<file path="config.mk">
export PLATFORM = sky130hd
export DESIGN_NAME = weight_bram_sequencer_flat
export DESIGN_NICKNAME = d
export VERILOG_FILES = /design/src/rtl/weight_bram_sequencer_if.sv /design/src/rtl/weight_bram_sequencer.sv /design/src/flat_wrapper.sv
export SDC_FILE = /design/constraint.sdc
export NUM_CORES = 1
export LEC_CHECK = 0
export CAP_MARGIN = 30
export CORE_AREA = 2 2 86 108
export DETAILED_ROUTE_END_ITERATION = 16
export DIE_AREA = 0 0 88 110
export SLEW_MARGIN = 20
export SYNTH_ARGS = -nofsm -noshare
export SYNTH_HDL_FRONTEND = slang
export SYNTH_SLANG_ARGS = --single-unit
</file>
<file path="constraint.sdc">
create_clock -name CLK -period 3.1 [get_ports CLK]
set_input_delay 0.31 -clock CLK [delete_from_list [all_inputs] [get_ports CLK]]
set_output_delay 0.31 -clock CLK [all_outputs]
set_load 0.02 [all_outputs]
</file>
<file path="src/rtl/weight_bram_sequencer_if.sv">
// Signal bundle between weight_bram_sequencer and its surroundings:
// layer-control handshake, load stream, BRAM port and weight stream.
// Optional macro WSEQ_CHECKSUM_EN adds the w_sum checksum signal.
interface weight_bram_sequencer_if #(
   parameter int AW = 5,
   parameter int DW = 16
);
   logic          start;
   logic          mode;
   logic          busy;
   logic          done;
   logic [DW-1:0] ld_data;
   logic          ld_valid;
   logic          ld_ready;
   logic [AW-1:0] bram_addr;
   logic [DW-1:0] bram_di;
   logic          bram_en;
   logic          bram_we;
   logic [DW-1:0] bram_do;
   logic [DW-1:0] w_data;
   logic          w_valid;
   logic          w_last;
   logic          w_ready;
`ifdef WSEQ_CHECKSUM_EN
   logic [DW-1:0] w_sum;
`endif

   // Sequencer view
   modport master (
      input  start, mode, ld_data, ld_valid, bram_do, w_ready,
`ifdef WSEQ_CHECKSUM_EN
      output w_sum,
`endif
      output busy, done, ld_ready, bram_addr, bram_di, bram_en, bram_we,
             w_data, w_valid, w_last
   );

   // Environment view: layer FSM, load source, BRAM and MAC consumer
   modport slave (
      output start, mode, ld_data, ld_valid, bram_do, w_ready,
`ifdef WSEQ_CHECKSUM_EN
      input  w_sum,
`endif
      input  busy, done, ld_ready, bram_addr, bram_di, bram_en, bram_we,
             w_data, w_valid, w_last
   );
endinterface

</file>
<file path="src/rtl/weight_bram_sequencer.sv">
// weight_bram_sequencer: controller for one negedge-clocked weight BRAM.
//   LOAD   - writes DEPTH words from the ld_* stream to addresses 0..DEPTH-1.
//   STREAM - reads addresses 0..DEPTH-1 and hands them to the MAC over w_*,
//            through a 2-entry FIFO so w_ready may stall on any cycle.
// Optional feature: define WSEQ_CHECKSUM_EN to add the w_sum checksum output.
module weight_bram_sequencer #(
   parameter int DEPTH = 28,
   parameter int AW    = 5,
   parameter int DW    = 16
) (
   input  logic                    CLK,
   input  logic                    RST,
   weight_bram_sequencer_if.master bus
);

   typedef enum logic [2:0] {
      S_IDLE,
      S_LOAD,
      S_STREAM,
      S_DRAIN,
      S_FINISH
   } state_t;

   // Counter is one bit wider than the BRAM address so it can reach DEPTH.
   localparam int          LAST_I    = DEPTH - 1;
   localparam logic [AW:0] LAST_ADDR = LAST_I[AW:0];
   localparam logic [AW:0] END_ADDR  = DEPTH[AW:0];
   localparam logic [AW:0] ADDR_ONE  = {{AW{1'b0}}, 1'b1};

   state_t        r_state;
   state_t        w_state_nxt;
   logic [AW:0]   r_addr;
   logic          r_bram_en;
   logic          r_bram_we;
   logic [AW-1:0] r_bram_addr;
   logic [DW-1:0] r_bram_di;
   logic          r_inflight;
   logic          r_inflight_last;
   logic [DW-1:0] r_fifo_data [2];
   logic          r_fifo_last [2];
   logic          r_rd_ptr;
   logic          r_wr_ptr;
   logic [1:0]    r_count;

   logic          w_start;
   logic          w_start_load;
   logic          w_start_stream;
   logic          w_ld_acc;
   logic          w_pop;
   logic          w_push;
   logic [2:0]    w_occ_after;
   logic          w_room;
   logic [AW:0]   w_issue_addr;
   logic          w_rd_issue;
   logic          w_issue_last;
   logic          w_fifo_nempty;
   logic [DW-1:0] w_head_data;
   logic          w_ld_ready;
   logic          w_busy;
   logic          w_done;

   // Handshakes and the read-issue decision for the current cycle
   always_comb begin
      w_start        = (r_state == S_IDLE) && bus.start;
      w_start_load   = w_start && bus.mode;
      w_start_stream = w_start && !bus.mode;
      w_ld_acc       = (r_state == S_LOAD) && bus.ld_valid;
      w_fifo_nempty  = (r_count != 2'd0);
      w_head_data    = r_fifo_data[r_rd_ptr];
      w_pop          = w_fifo_nempty && bus.w_ready;
      w_push         = r_inflight;
      // Slots still claimed after this cycle's pop; a read may issue only if one is free.
      w_occ_after    = {1'b0, r_count} + {2'b00, r_inflight} - {2'b00, w_pop};
      w_room         = (w_occ_after < 3'd2);
      // The first read goes out on the start cycle itself, from address 0.
      w_issue_addr   = (r_state == S_IDLE) ? '0 : r_addr;
      w_rd_issue     = w_start_stream ||
                       ((r_state == S_STREAM) && (r_addr < END_ADDR) && w_room);
      w_issue_last   = w_rd_issue && (w_issue_addr == LAST_ADDR);
   end

   // Next-state and state-decoded outputs
   always_comb begin
      // NOTE: every output of this block gets a default first, so no path leaves one unassigned and no latch is inferred.
      w_state_nxt = r_state;
      w_ld_ready  = 1'b0;
      w_busy      = 1'b1;
      w_done      = 1'b0;
      case (r_state)
         S_IDLE: begin
            w_busy = 1'b0;
            if (w_start_load) begin
               w_state_nxt = S_LOAD;
            end else if (w_start_stream) begin
               w_state_nxt = w_issue_last ? S_DRAIN : S_STREAM;
            end
         end
         S_LOAD: begin
            w_ld_ready = 1'b1;
            if (w_ld_acc && (r_addr == LAST_ADDR)) begin
               w_state_nxt = S_FINISH;
            end
         end
         S_STREAM: begin
            if (w_issue_last) begin
               w_state_nxt = S_DRAIN;
            end
         end
         S_DRAIN: begin
            if (!w_fifo_nempty && !r_inflight) begin
               w_state_nxt = S_FINISH;
            end
         end
         S_FINISH: begin
            w_done      = 1'b1;
            w_state_nxt = S_IDLE;
         end
         default: begin
            w_state_nxt = S_IDLE;
         end
      endcase
   end

   // State register
   always_ff @(posedge CLK) begin
      // NOTE: sequential state uses non-blocking assignment so every flop samples pre-edge values whatever the block order.
      if (RST) begin
         r_state <= S_IDLE;
      end else begin
         r_state <= w_state_nxt;
      end
   end

   // Address counter and registered BRAM port (sampled by the BRAM on the falling edge)
   always_ff @(posedge CLK) begin
      if (RST) begin
         r_addr      <= '0;
         r_bram_en   <= 1'b0;
         r_bram_we   <= 1'b0;
         r_bram_addr <= '0;
         r_bram_di   <= '0;
      end else begin
         r_bram_en <= 1'b0;
         r_bram_we <= 1'b0;
         if (w_ld_acc) begin
            r_bram_en   <= 1'b1;
            r_bram_we   <= 1'b1;
            r_bram_addr <= r_addr[AW-1:0];
            r_bram_di   <= bus.ld_data;
            r_addr      <= r_addr + ADDR_ONE;
         end else if (w_rd_issue) begin
            r_bram_en   <= 1'b1;
            r_bram_addr <= w_issue_addr[AW-1:0];
            r_addr      <= w_issue_addr + ADDR_ONE;
         end else if (w_start) begin
            r_addr <= '0;
         end
      end
   end

   // In-flight read tracking and FIFO pointers/occupancy
   always_ff @(posedge CLK) begin
      if (RST) begin
         r_inflight      <= 1'b0;
         r_inflight_last <= 1'b0;
         r_rd_ptr        <= 1'b0;
         r_wr_ptr        <= 1'b0;
         r_count         <= 2'd0;
      end else begin
         r_inflight      <= w_rd_issue;
         r_inflight_last <= w_issue_last;
         if (w_push) begin
            r_wr_ptr <= ~r_wr_ptr;
         end
         if (w_pop) begin
            r_rd_ptr <= ~r_rd_ptr;
         end
         case ({w_push, w_pop})
            2'b10:   r_count <= r_count + 2'd1;
            2'b01:   r_count <= r_count - 2'd1;
            default: r_count <= r_count;
         endcase
      end
   end

   // FIFO storage: returning BRAM word plus its last-address tag
   always_ff @(posedge CLK) begin
      // NOTE: storage is deliberately not reset; occupancy is, and the outputs are masked while the FIFO is empty.
      if (w_push) begin
         r_fifo_data[r_wr_ptr] <= bus.bram_do;
         r_fifo_last[r_wr_ptr] <= r_inflight_last;
      end
   end

`ifdef WSEQ_CHECKSUM_EN
   logic [DW-1:0] r_sum;

   // Running modulo-2**DW sum of words written or handed off in this operation
   always_ff @(posedge CLK) begin
      if (RST) begin
         r_sum <= '0;
      end else if (w_start) begin
         r_sum <= '0;
      end else if (w_ld_acc) begin
         r_sum <= r_sum + bus.ld_data;
      end else if (w_pop) begin
         r_sum <= r_sum + w_head_data;
      end
   end

   assign bus.w_sum = r_sum;
`endif

   assign bus.ld_ready  = w_ld_ready;
   assign bus.busy      = w_busy;
   assign bus.done      = w_done;
   assign bus.bram_en   = r_bram_en;
   assign bus.bram_we   = r_bram_we;
   assign bus.bram_addr = r_bram_addr;
   assign bus.bram_di   = r_bram_di;
   assign bus.w_valid   = w_fifo_nempty;
   assign bus.w_data    = w_fifo_nempty ? w_head_data : '0;
   assign bus.w_last    = w_fifo_nempty && r_fifo_last[r_rd_ptr];

endmodule

</file>
<file path="src/flat_wrapper.sv">
// flat-port wrapper written by rule: the top's interface ports become plain ports
module weight_bram_sequencer_flat 
#(
   parameter int DEPTH = 28,
   parameter int AW    = 5,
   parameter int DW    = 16
)
  (CLK, RST, bus_start, bus_mode, bus_ld_data, bus_ld_valid, bus_bram_do, bus_w_ready, bus_busy, bus_done, bus_ld_ready, bus_bram_addr, bus_bram_di, bus_bram_en, bus_bram_we, bus_w_data, bus_w_valid, bus_w_last);
  weight_bram_sequencer_if #(.AW(AW), .DW(DW)) bus_i ();
  input  logic CLK;
  input  logic RST;
  input wire logic [$bits(bus_i.start)-1:0] bus_start;
  input wire logic [$bits(bus_i.mode)-1:0] bus_mode;
  input wire logic [$bits(bus_i.ld_data)-1:0] bus_ld_data;
  input wire logic [$bits(bus_i.ld_valid)-1:0] bus_ld_valid;
  input wire logic [$bits(bus_i.bram_do)-1:0] bus_bram_do;
  input wire logic [$bits(bus_i.w_ready)-1:0] bus_w_ready;
  output wire logic [$bits(bus_i.busy)-1:0] bus_busy;
  output wire logic [$bits(bus_i.done)-1:0] bus_done;
  output wire logic [$bits(bus_i.ld_ready)-1:0] bus_ld_ready;
  output wire logic [$bits(bus_i.bram_addr)-1:0] bus_bram_addr;
  output wire logic [$bits(bus_i.bram_di)-1:0] bus_bram_di;
  output wire logic [$bits(bus_i.bram_en)-1:0] bus_bram_en;
  output wire logic [$bits(bus_i.bram_we)-1:0] bus_bram_we;
  output wire logic [$bits(bus_i.w_data)-1:0] bus_w_data;
  output wire logic [$bits(bus_i.w_valid)-1:0] bus_w_valid;
  output wire logic [$bits(bus_i.w_last)-1:0] bus_w_last;
  assign bus_i.start = bus_start;
  assign bus_i.mode = bus_mode;
  assign bus_i.ld_data = bus_ld_data;
  assign bus_i.ld_valid = bus_ld_valid;
  assign bus_i.bram_do = bus_bram_do;
  assign bus_i.w_ready = bus_w_ready;
  assign bus_busy = bus_i.busy;
  assign bus_done = bus_i.done;
  assign bus_ld_ready = bus_i.ld_ready;
  assign bus_bram_addr = bus_i.bram_addr;
  assign bus_bram_di = bus_i.bram_di;
  assign bus_bram_en = bus_i.bram_en;
  assign bus_bram_we = bus_i.bram_we;
  assign bus_w_data = bus_i.w_data;
  assign bus_w_valid = bus_i.w_valid;
  assign bus_w_last = bus_i.w_last;
  weight_bram_sequencer #(.DEPTH(DEPTH), .AW(AW), .DW(DW)) u_core (.CLK(CLK), .RST(RST), .bus(bus_i));
endmodule
</file>
==> results of run 1 <==
## state kept, by name, summed over array words and instances (netlist names), named ones only
register,flops
u_core.r_count,2
u_core.bus.bram_addr,5
u_core.r_fifo_data,32
u_core.r_inflight,1
u_core.r_state,3
u_core.bus.bram_di,16
u_core.r_wr_ptr,1
u_core.r_fifo_last,2
u_core.bus.bram_en,1
u_core.bus.bram_we,1
u_core.r_inflight_last,1
u_core.r_addr,6
u_core.r_rd_ptr,1
## Yosys cell counts
cell	count
nand2_1	43
dfxtp_1	39
edfxtp_1	34
nor2_1	34
a21oi_1	26
mux2i_1	20
clkbuf_1	15
o21ai_0	8
nor3_1	7
and2_1	5
nand3_1	5
nor2b_1	4
a31oi_1	3
and3_1	3
inv_1	3
nand2b_1	3
xor2_1	3
ha_1	2
o211ai_1	2
or3_1	2
xnor2_1	2
a2111oi_0	1
a21boi_0	1
a21o_1	1
a221oi_1	1
and3b_1	1
and4_1	1
clkbuf_2	1
fa_1	1
nand4_1	1
nand4b_1	1
nand4bb_1	1
nor3b_1	1
nor3b_2	1
nor4_1	1
nor4bb_1	1
o2bb2ai_1	1
or2b_1	1
or4_1	1
## report_power, final
| part | switching, mW | total [mW] | leakage, nW | internal [mW] |
|---|---|---|---|---|
| clock | 0.349 | 0.637 | 0.0792 | 0.288 |
| sequential | 0.0370 | 1.11 | 0.624 | 1.08 |
| combinational | 0.250 | 0.466 | 0.689 | 0.216 |
| total | 0.637 | 2.22 | 1.39 | 1.58 |
## area by class of cell
| class | count | area (um^2) |
|---|---|---|
| multi-input cells | 189 | 1085 |
| repair buffers | 91 | 885.9 |
| inverters | 3 | 11.26 |
| clock buffers | 9 | 123.9 |
| flip-flops and latches | 73 | 1802 |
| well taps | 120 | 150.1 |
| clock inverters | 7 | 46.29 |
| fillers | 824 | 4502 |
## critical path, cell delays in order, from the launching register on
cell and delay (ns):
dfxtp_1 0.41, nor2b_1 0.21, o21ai_0 0.14, fa_1 0.55, nand4bb_1 0.13, or4_1 0.55, and3_1 0.24, or3_1 0.36
a21oi_1 0.15
## per-layer routing
layer	up-vias	track usage	share of wire
li1	1154	-	-
met1	1094	0.1742	0.44
met2	81	0.2311	0.47
met3	9	0.04765	0.082
met4	0	0.05604	0.0097
met5	-	0	0
## per-stage QoR
step | utilization | hold slack (ns)
floorplan | - | 0.4037
global placement | 0.4571 | 0.4052
detailed placement | 0.4571 | 0.4166
CTS | 0.4769 | 0.4342
global route | 0.4769 | 0.4408
finish | 0.4769 | 0.4330
## how the worst max path moves through the flow
stage                                  from          endpoint  cells after the start
after floorplan           u_core.r_count[1]  u_core.r_addr[3]                     10
after global placement          bus_w_ready  u_core.r_addr[5]                      9
after detailed placement        bus_w_ready  u_core.r_addr[3]                      9
after CTS                 u_core.r_inflight  u_core.r_addr[3]                      8
after global routing      u_core.r_inflight  u_core.r_addr[3]                      8
final                     u_core.r_inflight  u_core.r_addr[3]                      8
## cell families after synthesis
family,after synthesis
mux,20
simple gates,117
flops,73
compound gates,44
buf+inv,19
xor+xnor,5
fa+ha+maj,3
==> impl_metrics.json, run 1 <==
{
  "run_status": "finished clean",
  "cts_sinks": 73,
  "postCtsHoldBufs": 0,
  "synth_top_area_share": 0.3450,
  "layout_commonest_cell": "clkdlybuf4s50_1",
  "grt_pass1_wl_um": 10710,
  "r2r-end": "u_core.r_addr[3]",
  "worst_pin_slew_ns": 0.8205,
  "cp-end-kind": "flop",
  "clockBufferDepth": 2,
  "track_usage": 0.1423,
  "first_pass_iters": 4,
  "num_rows": 38,
  "via_count": 2338,
  "antenna_found_initial": 0,
  "cts_buffers": 9,
  "postSynthCellCount": 281,
  "synth.cell_area_mm2": 0.002959,
  "final_cell_mix": "clkdlybuf4s50_1 (81), nand2_1 (43), dfxtp_1 (39)",
  "drtIter0Drc": 132,
  "die_w_um": 88,
  "synth_compound_area_frac": 0.08288,
  "finalClockSkew_ns": 0.01040,
  "yosys-mux-area-fraction": 0.06765,
  "final.setup.worst_slack_ns": 0.2830,
  "die_h_um": 110,
  "max_cap_viol_count": 0,
  "grt-ovfl-total": 0,
  "rr_startpoint": "u_core.r_inflight",
  "place_area_mm2": 0.003934,
  "min_to": "u_core.r_fifo_last[0]",
  "ys_warn_count": 0,
  "drc_errors": 0,
  "ant_nets": 0,
  "clk_latency_ns": 0.34,
  "synth_seq_cells": 73,
  "final-setup-viol-count": 0,
  "syn-num-nets": 322,
  "dp.cells": 476,
  "maxClockFrequency_ghz": 0.3550,
  "arrival_ns": 3.08,
  "cp_max_fo": 7,
  "wl_per_cell_um": 13.35,
  "diodes": 0,
  "min_path_cells": 0,
  "rsz0062_at_grt": "false",
  "seq_area_frac_synth": 0.6089,
  "hold_viol": 0,
  "startpoint_type": "flop",
  "grt_pass1_vias": 2290,
  "grt_max_degree": 23,
  "final_cell_count_no_fill": 492,
  "powerDensity_mw_per_mm2": 539.9,
  "gp_congestion": 0.8402,
  "fin_crit_sh": 0.9087,
  "synth_top_family_by_area": "simple AND/OR/NAND/NOR gates",
  "synth-simple-area-share": 0.1860,
  "period_minus_slack_ns": 2.817,
  "path_clk_slew_ns": 0.08,
  "avgSynthCellArea_um2": 10.53,
  "dieArea_mm2": 0.009680,
  "cts_root_buffer": "clkbuf_8",
  "pre_cts_slack_ns": -0.05519,
  "final_cell_area_mm2": 0.004104,
  "cp.required_ns": 3.36,
  "tritoncts": "yes",
  "pin_count": 82,
  "cts_max_level": 3,
  "synth_cell_types": 39,
  "yosys-top-cells-area": "edfxtp_1 (35%), dfxtp_1 (26%), mux2i_1 (6.8%)",
  "coreArea_mm2": 0.008606,
  "drive_gt1_frac": 0.06989,
  "post_cts_buffers": 0,
  "synth-xor-area-share": 0.01480,
  "power_mw": 2.216,
  "start_util": 0.3438,
  "relSlewSlack": 0.4530,
  "area_growth_pct": 38.69,
  "via_per_inst": 4.752,
  "synth_top_cell_by_area": "edfxtp_1",
  "io_buffers": 81,
  "min-delay-start": "u_core.r_inflight_last",
  "drt_wl_total_um": 6570,
  "reg2reg_slack_ns": 0.28,
  "hpwl_um": 4595,
  "reg2reg_depth": 8,
  "setup_tns_ns": 0,
  "critPathKind": "flop to flop",
  "min_path_type": "flop to flop",
  "cts_resized": 0,
  "ir_drop_v": 0.0002596,
  "p_leak_nw": 1.393,
  "synth_fa_ha_area_frac": 0.01522,
  "maxSlewViolCount": 0,
  "nNetsFinal": 408
}
Power figures use the tool's default switching activity.
==> run 2, diff against run 1 <==
clock period = 2.4 ns   (was 3.1 ns; I/O delays follow)
==> run 2 against run 1 <==
The run now ends with negative setup slack left. Via count barely moved. Sequential share of layout area fell by 2.2 points. Worst setup slack got worse by 0.30 ns.
==> impl_metrics.json, run 2 (same netlist as run 1, synthesis figures left out) <==
{
  "fin_crit_sh": 1.007,
  "cts_sinks": 73,
  "grt_pass1_vias": 2289,
  "switchingPower_mw": 0.8397,
  "final-setup-viol-count": 2,
  "final.setup.worst_slack_ns": -0.01769,
  "critPathKind": "flop to flop",
  "antenna_found_initial": 0,
  "start_util": 0.3438,
  "drtIter0Drc": 76,
  "relSlewSlack": 0.6716,
  "cp.required_ns": 2.68,
  "p_int_mw": 2.317,
  "clk_latency_ns": 0.34,
  "rr_startpoint": "u_core.r_inflight",
  "grt_pass1_wl_um": 10490,
  "gp_congestion": 0.8740,
  "maxSlewViolCount": 0,
  "cp-end-kind": "flop",
  "powerDensity_mw_per_mm2": 728.1,
  "path_depth": 8,
  "track_usage": 0.1413,
  "cts_root_buffer": "clkbuf_8",
  "coreArea_mm2": 0.008606,
  "num_rows": 38,
  "p_leak_nw": 1.523,
  "layout_commonest_cell": "clkdlybuf4s50_1",
  "worstPathCellList": "nor2b_4 > o21ai_2 > fa_1 > nand4bb_1 > or4_4 > and3_4 > or3_1 > a21oi_1",
  "worst_pin_slew_ns": 0.4860,
  "run_status": "finished, violations left",
  "min_path_type": "input port to flop",
  "grt_max_degree": 21,
  "finalClockSkew_ns": 0.008692,
  "maxClockFrequency_ghz": 0.4136,
  "io_buffers": 81,
  "violations": "negative setup slack",
  "ir_drop_v": 0.0003416,
  "hpwl_um": 4711,
  "ant_nets": 0,
  "hold_ws_ns": 0.4321,
  "dp.cells": 491,
  "die_h_um": 110,
  "critPathBufInv": 0,
  "cts_buffers": 9,
  "arrival_ns": 2.70,
  "area_growth_pct": 46.51,
  "place_area_mm2": 0.004065,
  "grt-ovfl-total": 0,
  "max_cap_viol_count": 0,
  "max_stage_delay_ns": 0.51,
  "dieArea_mm2": 0.009680,
  "final_cell_count_no_fill": 510,
  "first_pass_iters": 4,
  "path_clk_slew_ns": 0.08,
  "cts_max_level": 3,
  "setup_tns_ns": -0.03256,
  "tritoncts": "yes",
  "period_minus_slack_ns": 2.418,
  "nNetsFinal": 426,
  "diodes": 0,
  "pin_count": 82,
  "regMostFlops": "u_core.r_fifo_data",
  "via_per_inst": 4.588,
  "switching_share": 0.2660,
  "drive_gt1_frac": 0.1385,
  "reg2reg_slack_ns": -0.02,
  "die_w_um": 88,
  "startpoint_type": "flop",
  "clockBufferDepth": 2,
  "final_cell_area_mm2": 0.004335,
  "wl_per_cell_um": 12.82,
  "via_count": 2340,
  "drt_wl_total_um": 6540,
  "cp_slowest_cell": "or4_4",
  "cp_top_family": "simple AND/OR/NAND/NOR gates",
  "hold_viol": 0,
  "r2r-end": "u_core.r_addr[5]",
  "crit_path_end": "u_core.r_addr[5]",
  "seqPwrFrac": 0.455,
  "final_cell_mix": "clkdlybuf4s50_1 (80), nand2_1 (43), dfxtp_1 (37)",
  "drc_errors": 0,
  "reg2reg_depth": 8,
  "rsz0062_at_grt": "true",
  "power_frac_clock": 0.332,
  "setup.worst_path.start": "u_core.r_inflight",
  "cp_max_fo": 8,
  "final_util": 0.5038,
  "comb_power_share": 0.213,
  "largest_reg_flops": 32
}
-- run 2: cell types whose count changed in the layout (fill, tap and decap cells not counted), moves of 2 or more --
cell / before / now
dfxtp_1: 39 / 37
buf_4: 10 / 28
nor2_1: 34 / 32
bufinv_16: 0 / 2
clkinv_4: 1 / 3
-- run 2: final cells by class --
type | instances | area, um^2
clock buffers | 10 | 127.6
clock inverters | 6 | 93.84
fillers | 784 | 4270
inverters | 3 | 11.26
multi-input cells | 189 | 1126
flip-flops and latches | 73 | 1807
well taps | 120 | 150.1
repair buffers | 109 | 1020
-- run 2: power by group through the flow --
stage	logic (mW)	registers, mW	clock network (mW)
6_report	0.673	1.44	1.05
5_1_grt	0.743	1.45	1.12
4_1_cts	0.678	1.44	1.08
3_5_place_dp	0.655	1.46	0
3_3_place_gp	0.650	1.46	0
2_1_floorplan	0.335	1.47	0
-- run 2: how the worst min path moves through the flow --
stage	startpoint	end	slack [ns]	depth (start not counted)
finish	bus_ld_data[4]	u_core.bus.bram_di[4]	0.43	3
global route	bus_ld_data[9]	u_core.bus.bram_di[9]	0.44	3
CTS	bus_ld_data[4]	u_core.bus.bram_di[4]	0.42	3
detailed placement	u_core.r_inflight_last	u_core.r_fifo_last[0]	0.42	0
global placement	u_core.r_inflight_last	u_core.r_fifo_last[0]	0.41	0
floorplan	bus_bram_do[0]	u_core.r_fifo_data[0][0]	0.34	0
-- run 2: repair_timing --
item / CTS / global route
hold buffers: 0 / 0
endpoints found under the hold margin: 0 / 0
resized for setup: 6 / 3
buffers inserted: 3 / 0
pin swaps: 1 / 0
setup endpoints to repair: 5 / 12
-- run 2: worst reg2reg max path: cells and delay by family, from the launching register on --
family          cells  cell delay, ns
simple gates        5            1.31
fa+ha+maj           1            0.50
flops               1            0.37
compound gates      2            0.18
-- run 2: per-stage QoR --
step	total power, mW	setup slack (ns)
after floorplan	1.810	-0.1459
after global placement	2.111	-0.5134
after detailed placement	2.118	-0.6025
after CTS	3.190	-0.02483
after global routing	3.307	-0.1284
final	3.157	-0.01769
-- run 2: metal layers --
metal  wire [um]  share of wire  global-route usage  vias up
met5           0              0                   0        -
met4          79          0.012             0.05934        0
met3         554          0.085             0.05361        8
met2        3125           0.48              0.2468       82
met1        2781           0.43              0.1519     1062
li1            -              -                   -     1188
==> run 3, diff against run 2 <==
ABC_AREA = 0   (was not set)
==> results of run 3 <==
No change in the layout: final DEF, timing and power equal those of run 2.
